--- src/rtl/cpu_mem_pkg.sv ---
// Shared definitions for the memory port arbiter: bus widths, FSM states and port ids.
package cpu_mem_pkg;

  localparam int ADDR_W = 16;
  localparam int DATA_W = 16;

  typedef enum logic [1:0] {
    IDLE  = 2'd0,
    READ  = 2'd1,
    WRITE = 2'd2,
    RESP  = 2'd3
  } mem_state_t;

  // Port ids double as bit positions in the two-bit request/grant vectors.
  typedef enum logic {
    FETCH = 1'b0,
    DATA  = 1'b1
  } port_id_t;

  // The port that did not win; used to hand a conflict to the other side.
  function automatic port_id_t other_port(input port_id_t p);
    return (p == FETCH) ? DATA : FETCH;
  endfunction

endpackage

--- src/rtl/rr_arbiter2.sv ---
// Two-request round-robin arbiter. A lone requester always wins; on a conflict
// the port that was not granted last wins. The history bit only advances on an
// actual grant, which happens only while en is high.
module rr_arbiter2
  import cpu_mem_pkg::*;
(
  input  logic     clk,
  input  logic     rst_n,
  input  logic     en,
  input  logic [1:0] req,
  output logic     valid,
  output logic [1:0] gnt_oh,
  output port_id_t winner
);

  port_id_t last_grant_q;
  port_id_t last_grant_d;

  // Pick the winner and compute the next history value.
  always_comb begin
    winner = FETCH;
    if (req[DATA] && req[FETCH]) begin
      winner = other_port(last_grant_q);
    end else if (req[DATA]) begin
      winner = DATA;
    end
    valid  = en && (req != 2'b00);
    gnt_oh = 2'b00;
    if (valid) begin
      gnt_oh[winner] = 1'b1;
    end
    last_grant_d = valid ? winner : last_grant_q;
  end

  // History resets to FETCH so the data port wins the first conflict.
  always_ff @(posedge clk or negedge rst_n) begin
    if (!rst_n) begin
      last_grant_q <= FETCH;
    end else begin
      last_grant_q <= last_grant_d;
    end
  end

endmodule

--- src/rtl/mem_port_arbiter.sv ---
// Shares one single-ported memory between instruction fetch and the data stage.
// One access at a time: IDLE arbitrates and latches the winner, READ holds
// r_flag for MEM_LAT cycles and captures the data, RESP pulses rvalid, WRITE
// holds w_flag for a single cycle. Every output comes straight from a flop.
module mem_port_arbiter #(
  parameter int ADDR_W  = cpu_mem_pkg::ADDR_W,
  parameter int DATA_W  = cpu_mem_pkg::DATA_W,
  parameter int MEM_LAT = 1
) (
  input  logic              clk,
  input  logic              rst_n,
  input  logic              if_req,
  input  logic [ADDR_W-1:0] if_addr,
  output logic              if_gnt,
  output logic              if_rvalid,
  output logic [DATA_W-1:0] if_rdata,
  input  logic              dm_req,
  input  logic              dm_we,
  input  logic [ADDR_W-1:0] dm_addr,
  input  logic [DATA_W-1:0] dm_wdata,
  output logic              dm_gnt,
  output logic              dm_rvalid,
  output logic [DATA_W-1:0] dm_rdata,
  output logic [ADDR_W-1:0] mem_address,
  output logic [DATA_W-1:0] mem_write_data,
  output logic              mem_r_flag,
  output logic              mem_w_flag,
  input  logic [DATA_W-1:0] mem_read_data,
  output logic              busy
);

  import cpu_mem_pkg::*;

  // Final value of the 3-bit latency counter; MEM_LAT is limited to 1..8.
  localparam logic [2:0] LAST_CNT = 3'(MEM_LAT - 1);

  mem_state_t        state_q, state_d;
  logic [2:0]        cnt_q, cnt_d;
  port_id_t          port_q, port_d;
  logic [ADDR_W-1:0] addr_q, addr_d;
  logic [DATA_W-1:0] wdata_q, wdata_d;
  logic              r_flag_q, r_flag_d;
  logic              w_flag_q, w_flag_d;
  logic              if_gnt_q, if_gnt_d;
  logic              dm_gnt_q, dm_gnt_d;
  logic              if_rvalid_q, if_rvalid_d;
  logic              dm_rvalid_q, dm_rvalid_d;
  logic [DATA_W-1:0] if_rdata_q, if_rdata_d;
  logic [DATA_W-1:0] dm_rdata_q, dm_rdata_d;
  logic              busy_q, busy_d;

  logic              arb_valid;
  logic [1:0]        arb_gnt_oh;
  port_id_t          arb_winner;

  // Requests are only looked at while idle; anything else is ignored.
  rr_arbiter2 u_arb (
    .clk    (clk),
    .rst_n  (rst_n),
    .en     (state_q == IDLE),
    .req    ({dm_req, if_req}),
    .valid  (arb_valid),
    .gnt_oh (arb_gnt_oh),
    .winner (arb_winner)
  );

  // Next-state and next-output logic for the access sequencer.
  always_comb begin
    state_d     = state_q;
    cnt_d       = cnt_q;
    port_d      = port_q;
    addr_d      = addr_q;
    wdata_d     = wdata_q;
    r_flag_d    = 1'b0;
    w_flag_d    = 1'b0;
    if_gnt_d    = 1'b0;
    dm_gnt_d    = 1'b0;
    if_rvalid_d = 1'b0;
    dm_rvalid_d = 1'b0;
    if_rdata_d  = if_rdata_q;
    dm_rdata_d  = dm_rdata_q;

    unique case (state_q)
      IDLE: begin
        if (arb_valid) begin
          port_d   = arb_winner;
          cnt_d    = 3'd0;
          if_gnt_d = arb_gnt_oh[FETCH];
          dm_gnt_d = arb_gnt_oh[DATA];
          if (arb_winner == DATA) begin
            addr_d = dm_addr;
            if (dm_we) begin
              wdata_d  = dm_wdata;
              w_flag_d = 1'b1;
              state_d  = WRITE;
            end else begin
              r_flag_d = 1'b1;
              state_d  = READ;
            end
          end else begin
            addr_d   = if_addr;
            r_flag_d = 1'b1;
            state_d  = READ;
          end
        end
      end
      READ: begin
        if (cnt_q == LAST_CNT) begin
          // Last cycle of the read window: sample memory into the owner's register.
          if (port_q == FETCH) begin
            if_rdata_d  = mem_read_data;
            if_rvalid_d = 1'b1;
          end else begin
            dm_rdata_d  = mem_read_data;
            dm_rvalid_d = 1'b1;
          end
          state_d = RESP;
        end else begin
          cnt_d    = cnt_q + 3'd1;
          r_flag_d = 1'b1;
        end
      end
      WRITE: begin
        state_d = IDLE;
      end
      RESP: begin
        state_d = IDLE;
      end
      default: begin
        state_d = IDLE;
      end
    endcase

    busy_d = (state_d != IDLE);
  end

  // State and output registers; reset drops the memory flags at once.
  always_ff @(posedge clk or negedge rst_n) begin
    if (!rst_n) begin
      state_q     <= IDLE;
      cnt_q       <= 3'd0;
      port_q      <= FETCH;
      addr_q      <= '0;
      wdata_q     <= '0;
      r_flag_q    <= 1'b0;
      w_flag_q    <= 1'b0;
      if_gnt_q    <= 1'b0;
      dm_gnt_q    <= 1'b0;
      if_rvalid_q <= 1'b0;
      dm_rvalid_q <= 1'b0;
      if_rdata_q  <= '0;
      dm_rdata_q  <= '0;
      busy_q      <= 1'b0;
    end else begin
      state_q     <= state_d;
      cnt_q       <= cnt_d;
      port_q      <= port_d;
      addr_q      <= addr_d;
      wdata_q     <= wdata_d;
      r_flag_q    <= r_flag_d;
      w_flag_q    <= w_flag_d;
      if_gnt_q    <= if_gnt_d;
      dm_gnt_q    <= dm_gnt_d;
      if_rvalid_q <= if_rvalid_d;
      dm_rvalid_q <= dm_rvalid_d;
      if_rdata_q  <= if_rdata_d;
      dm_rdata_q  <= dm_rdata_d;
      busy_q      <= busy_d;
    end
  end

  assign if_gnt         = if_gnt_q;
  assign if_rvalid      = if_rvalid_q;
  assign if_rdata       = if_rdata_q;
  assign dm_gnt         = dm_gnt_q;
  assign dm_rvalid      = dm_rvalid_q;
  assign dm_rdata       = dm_rdata_q;
  assign mem_address    = addr_q;
  assign mem_write_data = wdata_q;
  assign mem_r_flag     = r_flag_q;
  assign mem_w_flag     = w_flag_q;
  assign busy           = busy_q;

endmodule

--- config.mk ---
export PLATFORM = sky130hd
export DESIGN_NAME = mem_port_arbiter
export DESIGN_NICKNAME = d
export VERILOG_FILES = /design/src/rtl/cpu_mem_pkg.sv /design/src/rtl/rr_arbiter2.sv /design/src/rtl/mem_port_arbiter.sv
export SDC_FILE = /design/constraint.sdc
export NUM_CORES = 1
export LEC_CHECK = 0
export BUFFER_PORTS_ARGS = -buffer_cell sky130_fd_sc_hd__buf_4
export CAP_MARGIN = 20
export CELL_PAD_IN_SITES_DETAIL_PLACEMENT = 2
export CELL_PAD_IN_SITES_GLOBAL_PLACEMENT = 2
export CORE_ASPECT_RATIO = 1.1
export CORE_MARGIN = 1
export CORE_UTILIZATION = 30
export DETAILED_ROUTE_END_ITERATION = 8
export GPL_TIMING_DRIVEN = 0
export PLACE_DENSITY_LB_ADDON = 0.1
export SLEW_MARGIN = 5
export SYNTH_ARGS = -nofsm -noshare
export SYNTH_HDL_FRONTEND = slang
export SYNTH_SLANG_ARGS = --single-unit
--- constraint.sdc ---
create_clock -name clk -period 2 [get_ports clk]
set_input_delay 0.2 -clock clk [delete_from_list [all_inputs] [get_ports clk]]
set_output_delay 0.2 -clock clk [all_outputs]
set_load 0.02 [all_outputs]
==> impl_metrics.json <==
{
  "layout_commonest_cell": "buf_4",
  "cts_max_level": 3,
  "drv_cap": 0,
  "hold_viol": 0,
  "p_leak_uw": 0.00232,
  "cp_slowest_stage_delay_ns": 0.41,
  "drc": 0,
  "root_buffer": "clkbuf_16",
  "syn_to_final_growth_pct": 50.7,
  "r2r_cells": 6,
  "synthesis.nets": 294,
  "tightest_slew_ns": 0.681,
  "min_delay_path_depth": 2,
  "die_area_sq_um": 11000,
  "boundaryPins": 140,
  "cts.path.max_buffers": 2,
  "clk_pin_slew_ns": 0.06,
  "drv_slew": 0,
  "n_fill_cell": 1099,
  "synthCells": 223,
  "clkLatencyLatePin_ns": 0.33,
  "grt_use_total_pct": 16.9,
  "path_cells": "inv_1, ha_1, nor2b_1, nand3_2, buf_2, mux2_2",
  "final_cells": 526,
  "slowest_stage": "dfrtp_1",
  "synth_seq_area_share_pct": 61.4,
  "grt_max_degree": 79,
  "core.rowCount": 39,
  "die_h_um": 110,
  "initial_core_util_pct": 30.7,
  "status": "finished clean",
  "cts_tree": "done",
  "grt_pass1_vias": 2661,
  "setup_viol_count_final": 0,
  "hold-worst-slack_ns": 0.101,
  "hpwl_um": 6210,
  "max_freq_mhz": 547,
  "fin_crit_sh_pct": 91.3,
  "max_slew_margin_pct": 54.1,
  "drtPass1Iterations": 4,
  "ys_seq_elements": 78,
  "die_w_um": 100,
  "vdd_drop_max_mv": 0.632,
  "yosys.cell_types.count": 33,
  "nets": 449,
  "antenna_found_initial": 0,
  "path_max_fanout": 10,
  "clock-sinks": 78,
  "path_class": "reg -> reg",
  "drive_above_1_share_pct": 58.7,
  "yosys-top-cells-area": "dfrtp_1, mux2_2, a2bb2oi_1",
  "pwr_density_cell_nw_per_um2": 1790,
  "startpoint_type": "flop",
  "endpoint_kind": "flop",
  "netlist_area_sq_um": 3180,
  "numCtsBuffers": 9,
  "yosys.area.top_type_share_pct": 61.4,
  "io_buffers": 139,
  "wire_per_inst_um": 16.8,
  "syn_area_per_cell_sq_um": 14.3,
  "yosysTopAreaCell": "dfrtp_1",
  "antenna_cells": 0,
  "critPathRequiredTime_ns": 2.21,
  "viasPerCell": 4.66,
  "grt_pass1_wl_um": 13900,
  "yosys_warnings": 0,
  "routed_wl_um": 8820,
  "rsz0062_at_grt": "no",
  "hold_class": "in -> reg",
  "via_count": 2450,
  "min_period_ns": 1.83,
  "finClkSkew_ns": 0.00572,
  "dp_slack_ns": -0.0648,
  "coreArea_sq_um": 10300,
  "dp.cells": 505,
  "ant_nets": 0,
  "mostFrequentLayoutCells": "buf_4, dfrtp_1, mux2_2",
  "critical_path_arrival_ns": 2.04,
  "gp_congestion": 0.701,
  "gr-total-overflow": 0,
  "fin_ws_ns": 0.173,
  "drt-initial-drc-count": 59
}
-- sequential cells by signal (all words and copies together), names as in the netlist --
| register | cells |
|---|---|
| mem_address | 16 |
| dm_rdata | 16 |
| u_arb.last_grant_q | 1 |
| if_rvalid | 1 |
| mem_w_flag | 1 |
| state_q | 2 |
| port_q | 1 |
| if_rdata | 16 |
| dm_rvalid | 1 |
| mem_write_data | 16 |
| mem_r_flag | 1 |
| cnt_q | 3 |
| busy | 1 |
| if_gnt | 1 |
| dm_gnt | 1 |
-- through the flow --
| stage | setup TNS, ns | instance area, sq um | util, % | power (uW) |
|---|---|---|---|---|
| global route | 0 | 4790 | 46.3 | 9090 |
| finish | 0 | 4790 | 46.3 | 8580 |
| floorplan | 0 | 3180 | - | 5100 |
| detailed placement | -0.373 | 4400 | 42.5 | 6850 |
| CTS | 0 | 4730 | 45.7 | 8680 |
| global placement | -0.00970 | 4400 | 42.5 | 6720 |
-- cell families (layout without fill, tap and decap cells) --
logic type,Yosys count,after routing,share of synthesized area (%)
compound gates,44,44,11.2
mux,49,49,18.3
buf+inv,14,174,2.28
flops,78,78,61.4
fa+ha+maj,2,2,0.787
simple gates,36,36,6.02
-- cell usage after synthesis (all sizes together) --
cell type	n
nor2	6
mux2	48
nand4bb	1
and4b	1
nand3	3
a211oi	16
a31o	1
nand2	20
a21o	2
or2	1
nor2b	1
o221ai	1
a31oi	1
buf	9
ha	2
and2b	1
a21oi	1
dfrtp	78
a21boi	1
o21ai	3
a22o	1
a21bo	1
inv	4
nand2b	2
clkbuf	1
a2bb2oi	16
mux2i	1
-- critical path, delay by kind of cell, from the launching register on --
family / cells / cell delay (ns)
buf+inv: 2 / 0.36
fa+ha+maj: 1 / 0.19
mux: 1 / 0.30
flops: 1 / 0.41
simple gates: 2 / 0.46
-- power by group --
part	internal [uW]	switching, uW	total, uW
Combinational	1990	2030	4020
Sequential	2350	440	2790
Clock	1120	638	1760
-- layer usage --
| metal | vias up | part of all wire (%) | GRT usage (%) |
|---|---|---|---|
| met5 | - | 0 | 0 |
| met3 | 9 | 6.8 | 4.45 |
| met4 | 0 | 1.9 | 8.70 |
| li1 | 1119 | - | - |
| met1 | 1240 | 40 | 18.9 |
| met2 | 82 | 52 | 29.5 |
-- final timing paths --
| kind | startpoint | endpoint | slack, ns |
|---|---|---|---|
| max in group asynchronous | rst_n | dm_rdata[15] | 1.13 |
| min in group asynchronous | rst_n | mem_address[2] | 0.26 |
| max reg2reg | cnt_q[0] | dm_rdata[14] | 0.17 |
| min reg2reg | dm_rdata[15] | dm_rdata[15] | 0.51 |
| min | dm_wdata[2] | mem_write_data[2] | 0.10 |
| max | cnt_q[0] | dm_rdata[14] | 0.17 |
-- final cells by class --
type	instances	area [sq um]	share of cell area [%]
Multi-Input combinational cell	131	1160	24.2
Clock inverter	6	85.1	1.78
Buffer	10	57.6	1.20
Timing Repair Buffer	144	1100	23.0
Sequential cell	78	1950	40.8
Tap cell	143	179	3.74
Clock buffer	10	239	4.99
Inverter	4	15.0	0.313
-- what timing repair did --
action                     CTS  global route
gates resized for setup      1             0
gates cloned                 0             0
hold buffers                 0             1
setup buffers                0             3
hold endpoints to repair     0            12
setup endpoints to repair    9             9
pin swaps                    0             1
Note: power is estimated with default switching activity, not from simulation.
